## src/rtl/clq_walker.sv

```systemverilog
// rtl/clq_walker.sv - CLQ clause-list walker: literal lookup, node-chain walk, node stream out
//
// Accepts a literal from the unit-clause arbiter, presents it to the CLQ head
// lookup, then follows the CNF node chain one hop per cycle and streams each
// node to the BCP evaluator through a registered valid/ready slot.
//
// Optional feature macro: CLQ_WALKER_STATS_EN (walk/node statistics counters).
//
// Ports:
//   clk, rst_n               clock; synchronous active-high reset (1 = reset)
//   uc_in/_valid/_ready      literal input handshake
//   ucarb2clq_uc_rqst/_valid literal to CLQ head lookup
//   clq2bcp_init_ptr/_valid  head pointer from CLQ (combinational)
//   bcp2clq_cnf_idx          CLQ read index (cur_ptr)
//   clq2bcp_node_out         node at bcp2clq_cnf_idx, same cycle
//   node_out/_valid/_ready   registered node stream to evaluator
//   node_out_last            final node of the current list
//   walk_empty               one-cycle pulse: literal had no list
//   loop_err                 sticky: hop limit reached without a null next
//   walk_cnt, node_cnt       statistics (zero unless CLQ_WALKER_STATS_EN)
module clq_walker #(
  parameter int DEPTH  = 16,
  parameter int PTR_W  = $clog2(DEPTH),
  parameter int LIT_W  = 8,
  parameter int NODE_W = 16
) (
  input  logic              clk,
  input  logic              rst_n,
  input  logic [LIT_W-1:0]  uc_in,
  input  logic              uc_in_valid,
  output logic              uc_in_ready,
  output logic [LIT_W-1:0]  ucarb2clq_uc_rqst,
  output logic              ucarb2clq_uc_rqst_valid,
  input  logic [PTR_W-1:0]  clq2bcp_init_ptr,
  input  logic              clq2bcp_init_ptr_valid,
  output logic [PTR_W-1:0]  bcp2clq_cnf_idx,
  input  logic [NODE_W-1:0] clq2bcp_node_out,
  output logic [NODE_W-1:0] node_out,
  output logic              node_out_valid,
  input  logic              node_out_ready,
  output logic              node_out_last,
  output logic              walk_empty,
  output logic              loop_err,
  output logic [15:0]       walk_cnt,
  output logic [15:0]       node_cnt
);

  typedef enum logic [1:0] {
    S_IDLE   = 2'd0,
    S_LOOKUP = 2'd1,
    S_WALK   = 2'd2
  } state_t;

  state_t           state;
  logic [LIT_W-1:0] lit_q;
  logic [PTR_W-1:0] cur_ptr;
  logic [PTR_W-1:0] hops;

  // The next field lives in the low bits of the node; the bit above the
  // index is the null marker.
  logic             next_null;
  logic [PTR_W-1:0] next_idx;
  logic             slot_free;
  logic             capture;
  logic             hop_limit;

  assign next_null = clq2bcp_node_out[PTR_W];
  assign next_idx  = clq2bcp_node_out[PTR_W-1:0];
  assign slot_free = !node_out_valid || node_out_ready;
  assign capture   = (state == S_WALK) && slot_free;
  assign hop_limit = (hops == PTR_W'(DEPTH - 1));

  assign uc_in_ready             = (state == S_IDLE);
  assign ucarb2clq_uc_rqst       = lit_q;
  assign ucarb2clq_uc_rqst_valid = (state == S_LOOKUP);
  assign bcp2clq_cnf_idx         = cur_ptr;

  always_ff @(posedge clk) begin
    if (rst_n) begin
      state          <= S_IDLE;
      lit_q          <= '0;
      cur_ptr        <= '0;
      hops           <= '0;
      node_out       <= '0;
      node_out_valid <= 1'b0;
      node_out_last  <= 1'b0;
      walk_empty     <= 1'b0;
      loop_err       <= 1'b0;
    end else begin
      walk_empty <= 1'b0;

      // Drain the slot; a capture below in the same cycle refills it.
      if (node_out_valid && node_out_ready) begin
        node_out_valid <= 1'b0;
      end

      case (state)
        S_IDLE: begin
          if (uc_in_valid) begin
            lit_q <= uc_in;
            state <= S_LOOKUP;
          end
        end

        S_LOOKUP: begin
          if (clq2bcp_init_ptr_valid) begin
            cur_ptr <= clq2bcp_init_ptr;
            hops    <= '0;
            state   <= S_WALK;
          end else begin
            walk_empty <= 1'b1;
            state      <= S_IDLE;
          end
        end

        S_WALK: begin
          if (capture) begin
            node_out       <= clq2bcp_node_out;
            node_out_valid <= 1'b1;
            cur_ptr        <= next_idx;
            hops           <= hops + PTR_W'(1);
            node_out_last  <= next_null || hop_limit;
            if (next_null) begin
              state <= S_IDLE;
            end else if (hop_limit) begin
              // DEPTH hops without a null: the chain must be circular.
              loop_err <= 1'b1;
              state    <= S_IDLE;
            end
          end
        end

        default: state <= S_IDLE;
      endcase
    end
  end

`ifdef CLQ_WALKER_STATS_EN
  always_ff @(posedge clk) begin
    if (rst_n) begin
      walk_cnt <= '0;
      node_cnt <= '0;
    end else begin
      if ((state == S_LOOKUP) && clq2bcp_init_ptr_valid && (walk_cnt != 16'hFFFF)) begin
        walk_cnt <= walk_cnt + 16'd1;
      end
      if (node_out_valid && node_out_ready && (node_cnt != 16'hFFFF)) begin
        node_cnt <= node_cnt + 16'd1;
      end
    end
  end
`else
  assign walk_cnt = 16'd0;
  assign node_cnt = 16'd0;
`endif

endmodule

```

## config.mk

```make
export PLATFORM = sky130hd
export DESIGN_NAME = clq_walker
export DESIGN_NICKNAME = d
export VERILOG_FILES = /design/src/rtl/clq_walker.sv
export SDC_FILE = /design/constraint.sdc
export NUM_CORES = 1
export LEC_CHECK = 0
export BUFFER_PORTS_ARGS = -buffer_cell sky130_fd_sc_hd__buf_2
export CAP_MARGIN = 10
export CORE_UTILIZATION = 23
export DETAILED_ROUTE_END_ITERATION = 10
export PLACE_DENSITY_LB_ADDON = 0.2
export SLEW_MARGIN = 25
export SYNTH_ARGS = -nofsm -noshare
export SYNTH_HDL_FRONTEND = slang
export SYNTH_SLANG_ARGS = --single-unit
```

## constraint.sdc

```tcl
create_clock -name clk -period 1.55 [get_ports clk]
set_clock_uncertainty 0.05 [all_clocks]
set_input_delay 0.2325 -clock clk [delete_from_list [all_inputs] [get_ports clk]]
set_output_delay 0.2325 -clock clk [all_outputs]
set_load 0.01 [all_outputs]
```

======== Word level (Yosys, flattened, before mapping) ========
Cells that the tools add are included.
W data, S select, Z words.
word-level totals
  bits in registers ....................... 38
  latch bits .............................. 0
  RAM bits ................................ 0
  ROM bits ................................ 0
  bits of input ports ..................... 33
  output and inout bits ................... 66
  memories ................................ 0
cells by class
  $add $sub $neg .......................... 1
  multipliers ............................. 0
  divide/modulo/power cells ............... 0
  $lt $le $gt $ge ......................... 0
  equal/unequal tests ..................... 7
  shift operators ......................... 0
  muxes and demuxes ....................... 16
  bitwise logic cells ..................... 2
  reductions and logical operators ........ 13
operators by type and width
  kind                   count
  $mux W4                4
  $pmux W4 S2            2
  $mux W2                5
  $pmux W2 S3            1
  $reduce_and A3 Y1      2
  $add A4 B1 Y4 const B  1
  $eq A4 B4 Y1 const B   1
  $mux W1                4
  $ne A2 B2 Y1 const B   2
  $reduce_and A2 Y1      2
  $reduce_and A4 Y1      1
  $ne A3 B3 Y1 const B   1
  $eq A2 B1 Y1 const B   1
  $eq A2 B2 Y1 const B   1
  $logic_and A1 B1 Y1    2
  $logic_not A2 Y1       1
  $logic_or A1 B1 Y1     2
  $ne A2 B1 Y1 const B   1
  $not A1 Y1             2
  $reduce_bool A2 Y1     1
  $reduce_or A2 Y1       1
  $logic_not A1 Y1       1

======== Logic depth before layout (Yosys ltp) ========
Gate-level depths: netlist of run 1.
  word-level depth ........................ 5
  depth in mapped cells ................... 5
  gate-level depth less buffers ........... 4

======== Worst setup path before layout of run 1 ========
OpenSTA, ideal clock, no wires.
  path kind ............................... flip-flop to flip-flop
  start ................................... register state[0]
  end ..................................... register hops[2]
  setup time .............................. 0.091 ns
  data arrival time ....................... 1.160 ns
  path slack .............................. 0.249 ns
  cell stages (with the launch flop) ...... 5
  buffers on the path ..................... 1
  path through ............................ dfxtp_1 > nand2b_1 > buf_6 > or3_1 > a311oi_1
on the way
  word-level cells in the longest chain between the ends .. 4
ends and longest elaborated chain
  element                      line    text
  from (decl)                  54      state_t state;
  from (signal assigned)       80      state <= S_IDLE;
  from (signal assigned)       101     state <= S_LOOKUP;
  from (signal assigned)       109     state <= S_WALK;
  $eq A2 B2 Y1                 70, 97
  $logic_and A1 B1 Y1          70      assign capture = (state == S_WALK) && slot_free;
  $ne A2 B2 Y1 (no line)       -
  $reduce_and A3 Y1 (no line)  -
  to (signal assigned)         121     hops <= hops + PTR_W'(1);
  to (decl)                    57      logic [PTR_W-1:0] hops;
Parallel ways exist; a longest one is shown, timed or not.
A chain may end at the register's enable or synchronous reset.

======== Worst setup path in the final report of run 1 ========
  start ................................... register state[1]
  end ..................................... output ucarb2clq_uc_rqst_valid
on the way
  word-level cells in the longest chain between the ends .. 1
ends and longest elaborated chain
  element       line  text
  $eq A2 B1 Y1  75    assign ucarb2clq_uc_rqst_valid = (state == S_LOOKUP);
  to (decl)     33    output logic ucarb2clq_uc_rqst_valid,
Every way passes these cells.

==> PnR_summary.wiki, run 1 <==
{| class="wikitable"
! Metric !! Value
|-
| Result of the run || completed
|-
| Final worst hold slack || 0.0968 ns
|-
| Fillers || 812
|-
| Standard cell with the maximum stage delay on the critical path || sky130_fd_sc_hd__dfxtp_1
|-
| Post-synthesis instance area || 0.00176 mm2
|-
| Pin count of the biggest net entering global routing || 27
|-
| Largest area contributor in the synthesized netlist || sky130_fd_sc_hd__dfxtp_1
|-
| Via-to-Cell Ratio || 4.25
|-
| Startpoint of the worst hold path || clq2bcp_init_ptr_valid
|-
| Reg-to-reg slack, setup || 0.19 ns
|-
| Avg Synthesized Cell Area || 8.69 um2
|-
| Clock Tree Root || sky130_fd_sc_hd__clkbuf_8
|-
| Area of the die || 0.00802 mm2
|-
| Worst setup SP type || flop
|-
| Count of different cell masters after synthesis || 29
|-
| Clock tree from TritonCTS || built
|-
| Vias after detailed routing || 1570
|-
| Antenna viol nets, final || 0
|-
| Violation count after the first detailed-routing iteration || 50
|-
| Number of endpoints failing setup at the final stage || 0
|-
| Sequence of cells on the critical path || buf_4 -> and2b_1 -> buf_2
|-
| Total number of nets in the final design || 303
|-
| GRT Resource Usage Total || 0.117
|-
| Gate count of the mapped netlist || 203
|-
| Placed cell count || 361
|-
| Count of endpoints failing hold in the final timing report || 0
|-
| Static leakage || 1.01 nW
|-
| Number of core rows || 31
|-
| Pre-Repair DR Iteration Count || 4
|-
| Required time of the critical path || 1.27 ns
|-
| Setup WS post-layout || 0.156 ns
|-
| Critical path buffers and inverters || 2
|-
| Data arrival, critical path || 1.11 ns
|-
| Slew Limit Fails || 0
|-
| Pre-CTS WS || 0.175 ns
|-
| Final GP Congestion || 0.757
|-
| Area share of the largest cell type after synthesis || 0.431
|-
| Buffer levels on the longest clock path || 2
|-
| Fraction of layout cells with a size suffix above 1 || 0.319
|-
| CP endpoint kind || output port
|-
| Starting density of the core || 0.241
|-
| Estimated wirelength of the detail-placed design || 3140 um
|-
| Signed area change from the synthesized netlist to the final layout || 25.9%
|-
| Total negative setup slack || 0 ns
|-
| Class of the most critical setup path || reg -> out
|-
| Largest fanout of any net on the critical path || 4
|-
| Share of the yosys chip area belonging to registers || 0.431
|-
| H-tree depth || 2
|-
| CP top delay family || flip-flops
|-
| Maximum achievable frequency || 0.717 GHz
|-
| Post-CTS clock slew at the launch and capture registers of the worst setup and hold paths || 0.07 ns
|-
| Number of flops mapped to enable cells by yosys || 0
|-
| Layout Cells excl Fill || 369
|-
| Chip width || 89.6 um
|-
| I/O pin total || 99
|-
| Final period demand of the worst path || 1.39 ns
|-
| Final Power || 2.02 mW
|-
| Floorplan Core Area || 0.00733 mm2
|-
| Buffers inserted during post-CTS setup optimization || 0
|-
| Critical path launch point || state[1]$_SDFFE_PP0P_
|-
| Later-pin clock latency in the skew report || 0.29 ns
|-
| Vias in the first global route || 1418
|-
| Post-cts repair resize count || 0
|-
| Wire length of the first global-routing pass || 7120 um
|-
| Sinks on the clock net || 38
|-
| Number of cells on the worst hold path || 2
|-
| Drt total wl || 4380 um
|-
| Setup repair after global routing missed its margin || false
|-
| Peak supply drop || 255 uV
|-
| Total power density per cell area || 909 mW/mm2
|-
| Worst Reg-to-Reg Cells || 3
|-
| Logic depth of the worst setup path including buffers || 3
|-
| FFs w/ async S/R, synth || 0
|-
| FF+latch count, synth || 38
|-
| Final cycle utilization of the critical path || 0.899
|-
| Leading cell types by total area after synthesis || sky130_fd_sc_hd__dfxtp_1 (43%), sky130_fd_sc_hd__buf_4 (14%), sky130_fd_sc_hd__a21oi_1 (6.0%)
|-
| R2r startpoint || state[0]$_SDFFE_PP0P_
|-
| Number of port buffers || 66
|-
| Delay of the slowest critical-path stage || 0.37 ns
|-
| Synth warnings || 0
|-
| Antenna violations before repair || 0
|-
| Number of buffers inserted during clock tree synthesis || 5
|-
| Overflow left after global routing || 0
|-
| Number of antenna repair diodes || 0
|-
| Number of remaining DRC errors || 0
|-
| Most used DFF post-synth || sky130_fd_sc_hd__dfxtp_1
|-
| Die span in y || 89.6 um
|-
| Max-cap check violation count || 0
|-
| Type of the tightest min-delay check || in -> reg
|-
| Routed len/inst || 11.9 um
|-
| Hold buffer count at CTS || 0
|}
-- cells in the final DEF (no fill, tap or decap), types with 4 or more instances in the layout --
cell / count
sky130_fd_sc_hd__buf_2: 66
sky130_fd_sc_hd__dfxtp_1: 38
sky130_fd_sc_hd__conb_1: 32
sky130_fd_sc_hd__a21oi_1: 21
sky130_fd_sc_hd__nand3_1: 19
sky130_fd_sc_hd__o21ai_0: 17
sky130_fd_sc_hd__nor2_1: 10
sky130_fd_sc_hd__mux2i_1: 8
sky130_fd_sc_hd__nand2_1: 8
sky130_fd_sc_hd__buf_4: 8
sky130_fd_sc_hd__a311oi_1: 7
sky130_fd_sc_hd__clkbuf_8: 6
sky130_fd_sc_hd__a211oi_1: 4
-- stage by stage --
stage,instance area (um2),util
floorplan,1880,-
global placement,2130,0.290
detailed placement,2130,0.290
CTS,2220,0.302
global route,2220,0.303
finish,2220,0.303
-- cells in the mapped netlist (2+ instances only) --
library cell	n
sky130_fd_sc_hd__o21ai_0	17
sky130_fd_sc_hd__nand3_1	19
sky130_fd_sc_hd__buf_4	32
sky130_fd_sc_hd__o211ai_1	2
sky130_fd_sc_hd__nor2_1	10
sky130_fd_sc_hd__a311oi_1	7
sky130_fd_sc_hd__dfxtp_1	38
sky130_fd_sc_hd__clkbuf_1	10
sky130_fd_sc_hd__buf_2	5
sky130_fd_sc_hd__mux2i_1	8
sky130_fd_sc_hd__nand2_1	8
sky130_fd_sc_hd__nor2b_1	2
sky130_fd_sc_hd__or3_1	2
sky130_fd_sc_hd__a21oi_1	21
sky130_fd_sc_hd__and3b_1	2
sky130_fd_sc_hd__a211oi_1	4
sky130_fd_sc_hd__a31oi_1	2
sky130_fd_sc_hd__nand2b_1	2
sky130_fd_sc_hd__nor3b_1	2
-- routing by layer --
layer / GRT usage / vias up / wire [um]
li1: - / 779 / -
met1: 0.156 / 715 / 2010
met2: 0.174 / 70 / 1920
met3: 0.0466 / 6 / 395
met4: 0.0346 / 0 / 53
met5: 0 / - / 0
-- layout make-up --
class | count | area (um2) | area share
multi-input cells | 147 | 811 | 0.365
flip-flops and latches | 38 | 761 | 0.343
repair buffers | 76 | 430 | 0.194
well taps | 99 | 124 | 0.0558
clock buffers | 7 | 86.3 | 0.0389
clock inverters | 1 | 5.00 | 0.00225
inverters | 1 | 3.75 | 0.00169
-- worst paths after layout --
| kind | to |
|---|---|
| worst max-delay path | ucarb2clq_uc_rqst_valid |
| worst max register to register | hops[2]$_SDFFE_PP0P_ |
| worst min register to register | node_out[13]$_SDFFE_PP0P_ |
| worst min-delay path | walk_empty$_SDFF_PP0_ |
-- report_power, final --
part	total (mW)	leakage [nW]	switching, mW	internal [mW]
Combinational	0.273	0.651	0.159	0.113
Clock	0.717	0.0482	0.358	0.359
Sequential	1.03	0.309	0.0176	1.01
-- logic make-up after synthesis --
group           Yosys count  synth area share
compound gates           56             0.188
simple gates             50             0.146
buf+inv                  49             0.180
flops                    38             0.431
mux                       8            0.0454
fa+ha+maj                 1           0.00709
other cells               1           0.00213
-- state kept, by name, summed over array words and instances, names as in the netlist --
signal and flops:
hops 4, node_out 16, node_out_valid 1, state 2, bcp2clq_cnf_idx 4, walk_empty 1, loop_err 1, ucarb2clq_uc_rqst 8
node_out_last 1
No activity file was read; power rests on OpenSTA's default activity.
==> run 2, diff against run 1 <==
Settings changed: HOLD_SLACK_MARGIN set to 0.15.
==> PnR_summary.wiki, run 2 (same netlist as run 1, synthesis figures left out) <==
{| class="wikitable"
! Metric !! Value
|-
| Number of buffers inserted during clock tree synthesis || 5
|-
| Drt total wl || 4510 um
|-
| Setup repair after global routing missed its margin || false
|-
| Pre-Repair DR Iteration Count || 4
|-
| Result of the run || completed
|-
| Max-cap check violation count || 0
|-
| Peak supply drop || 265 uV
|-
| Number of core rows || 31
|-
| CP endpoint kind || output port
|-
| R2r startpoint || state[0]$_SDFFE_PP0P_
|-
| I/O pin total || 99
|-
| Estimated wirelength of the detail-placed design || 3140 um
|-
| Class of the most critical setup path || reg -> out
|-
| Antenna viol nets, final || 0
|-
| Later-pin clock latency in the skew report || 0.29 ns
|-
| Hold Crit Endpoint || node_out[1]$_SDFFE_PP0P_
|-
| Layout Cells excl Fill || 391
|-
| Chip width || 89.6 um
|-
| Top library cells by usage in the layout, fill and taps aside || sky130_fd_sc_hd__buf_2 (66), sky130_fd_sc_hd__dfxtp_1 (38), sky130_fd_sc_hd__conb_1 (32)
|-
| Fraction of layout cells with a size suffix above 1 || 0.295
|-
| Clock tree from TritonCTS || built
|-
| Sinks on the clock net || 38
|-
| Die span in y || 89.6 um
|-
| Final GP Congestion || 0.757
|-
| Worst Reg-to-Reg Cells || 3
|-
| Post-CTS clock slew at the launch and capture registers of the worst setup and hold paths || 0.08 ns
|-
| Clock Tree Root || sky130_fd_sc_hd__clkbuf_8
|-
| Number of port buffers || 66
|-
| Buffers inserted during post-CTS setup optimization || 0
|-
| Static leakage || 1.10 nW
|-
| Routed len/inst || 11.5 um
|-
| Number of cells on the worst hold path || 3
|-
| Final Power || 2.06 mW
|-
| Overflow left after global routing || 0
|-
| Antenna violations before repair || 0
|-
| Wire length of the first global-routing pass || 7410 um
|-
| Total number of nets in the final design || 325
|-
| Fillers || 787
|-
| Total power density per cell area || 844 mW/mm2
|-
| H-tree depth || 2
|-
| Pin count of the biggest net entering global routing || 27
|-
| Violation count after the first detailed-routing iteration || 49
|-
| Worst R2R End || hops[2]$_SDFFE_PP0P_
|-
| Buffer levels on the longest clock path || 2
|-
| Most frequent standard cell in the layout excluding fill and tap cells || sky130_fd_sc_hd__buf_2
|-
| Floorplan Core Area || 0.00733 mm2
|-
| Slew Limit Fails || 0
|-
| Number of endpoints failing setup at the final stage || 0
|-
| Worst setup SP type || flop
|-
| Data arrival, critical path || 1.11 ns
|-
| Startpoint of the worst hold path || clq2bcp_node_out[1]
|-
| Placed cell count || 361
|-
| Maximum achievable frequency || 0.716 GHz
|-
| Count of endpoints failing hold in the final timing report || 0
|-
| Reg-to-reg slack, setup || 0.19 ns
|-
| Required time of the critical path || 1.27 ns
|-
| Final period demand of the worst path || 1.40 ns
|-
| Signed area change from the synthesized netlist to the final layout || 38.4%
|-
| Vias in the first global route || 1486
|-
| Final design instance area without fill || 0.00244 mm2
|-
| Type of the tightest min-delay check || in -> reg
|-
| Number of antenna repair diodes || 0
|-
| Final cycle utilization of the critical path || 0.901
|-
| Total negative setup slack || 0 ns
|-
| Total placed instance area || 0.00213 mm2
|-
| Most flop-heavy register || node_out
|-
| Critical path launch point || state[1]$_SDFFE_PP0P_
|-
| Vias after detailed routing || 1651
|-
| Via-to-Cell Ratio || 4.22
|-
| Number of remaining DRC errors || 0
|-
| Largest fanout of any net on the critical path || 4
|-
| Flip-flop count of the largest register after layout || 16
|-
| GRT Resource Usage Total || 0.121
|-
| Area of the die || 0.00802 mm2
|-
| Starting density of the core || 0.241
|}
[run 2: cell types whose count changed in the layout (fill, tap and decap cells not counted), sizes merged]
cell	delta
dlygate4sd3	+22
[run 2: metal layers]
layer | global-route usage | part of all wire | vias up
li1 | - | - | 824
met1 | 0.163 | 0.47 | 758
met2 | 0.181 | 0.44 | 63
met3 | 0.0448 | 0.073 | 6
met4 | 0.0346 | 0.012 | 0
met5 | 0 | 0 | -
[run 2: cell type report]
type	instances	area (um2)	area share
sequential	38	761	0.312
timing repair buffer	98	651	0.267
inverter	1	3.75	0.00154
tap	99	124	0.0507
multi-input combinational	147	811	0.332
clock inverter	1	5.00	0.00205
clock buffer	7	86.3	0.0354
[run 2: worst max-delay path: stages (launching register included)]
cell	delay [ns]
sky130_fd_sc_hd__dfxtp_1	0.37
sky130_fd_sc_hd__buf_4	0.14
sky130_fd_sc_hd__and2b_1	0.18
sky130_fd_sc_hd__buf_2	0.13
[run 2: worst max-delay path by stage]
stage | cells after the start | slack [ns] | to
3_5_place_dp | 4 | 0.17 | hops[3]$_SDFFE_PP0P_
5_1_grt | 4 | 0.04 | bcp2clq_cnf_idx[2]$_SDFFE_PP0P_
2_1_floorplan | 4 | 0.25 | hops[2]$_SDFFE_PP0P_
4_1_cts | 5 | 0.10 | hops[2]$_SDFFE_PP0P_
3_3_place_gp | 5 | 0.18 | node_out[9]$_SDFFE_PP0P_
6_report | 3 | 0.15 | ucarb2clq_uc_rqst_valid
[run 2: power breakdown]
group / switching (mW) / total (mW) / internal [mW] / leakage [nW]
Clock: 0.355 / 0.714 / 0.359 / 0.0482
Combinational: 0.166 / 0.316 / 0.149 / 0.743
Sequential: 0.0176 / 1.03 / 1.01 / 0.309
[run 2: what timing repair did]
action | 4_1_cts | 5_1_grt
hold endpoints to repair | 22 | 0
hold buffers | 22 | 0
endpoints found under the setup margin | 0 | 1
gates resized for setup | 0 | 1
[run 2: metrics by stage]
| stage | worst slack (ns) | utilization | hold WS (ns) |
|---|---|---|---|
| finish | 0.153 | 0.333 | 0.156 |
| global route | 0.0411 | 0.333 | 0.152 |
| CTS | 0.105 | 0.332 | 0.155 |
| detailed placement | 0.175 | 0.290 | 0.403 |
| global placement | 0.179 | 0.290 | 0.399 |
| floorplan | 0.249 | - | 0.259 |
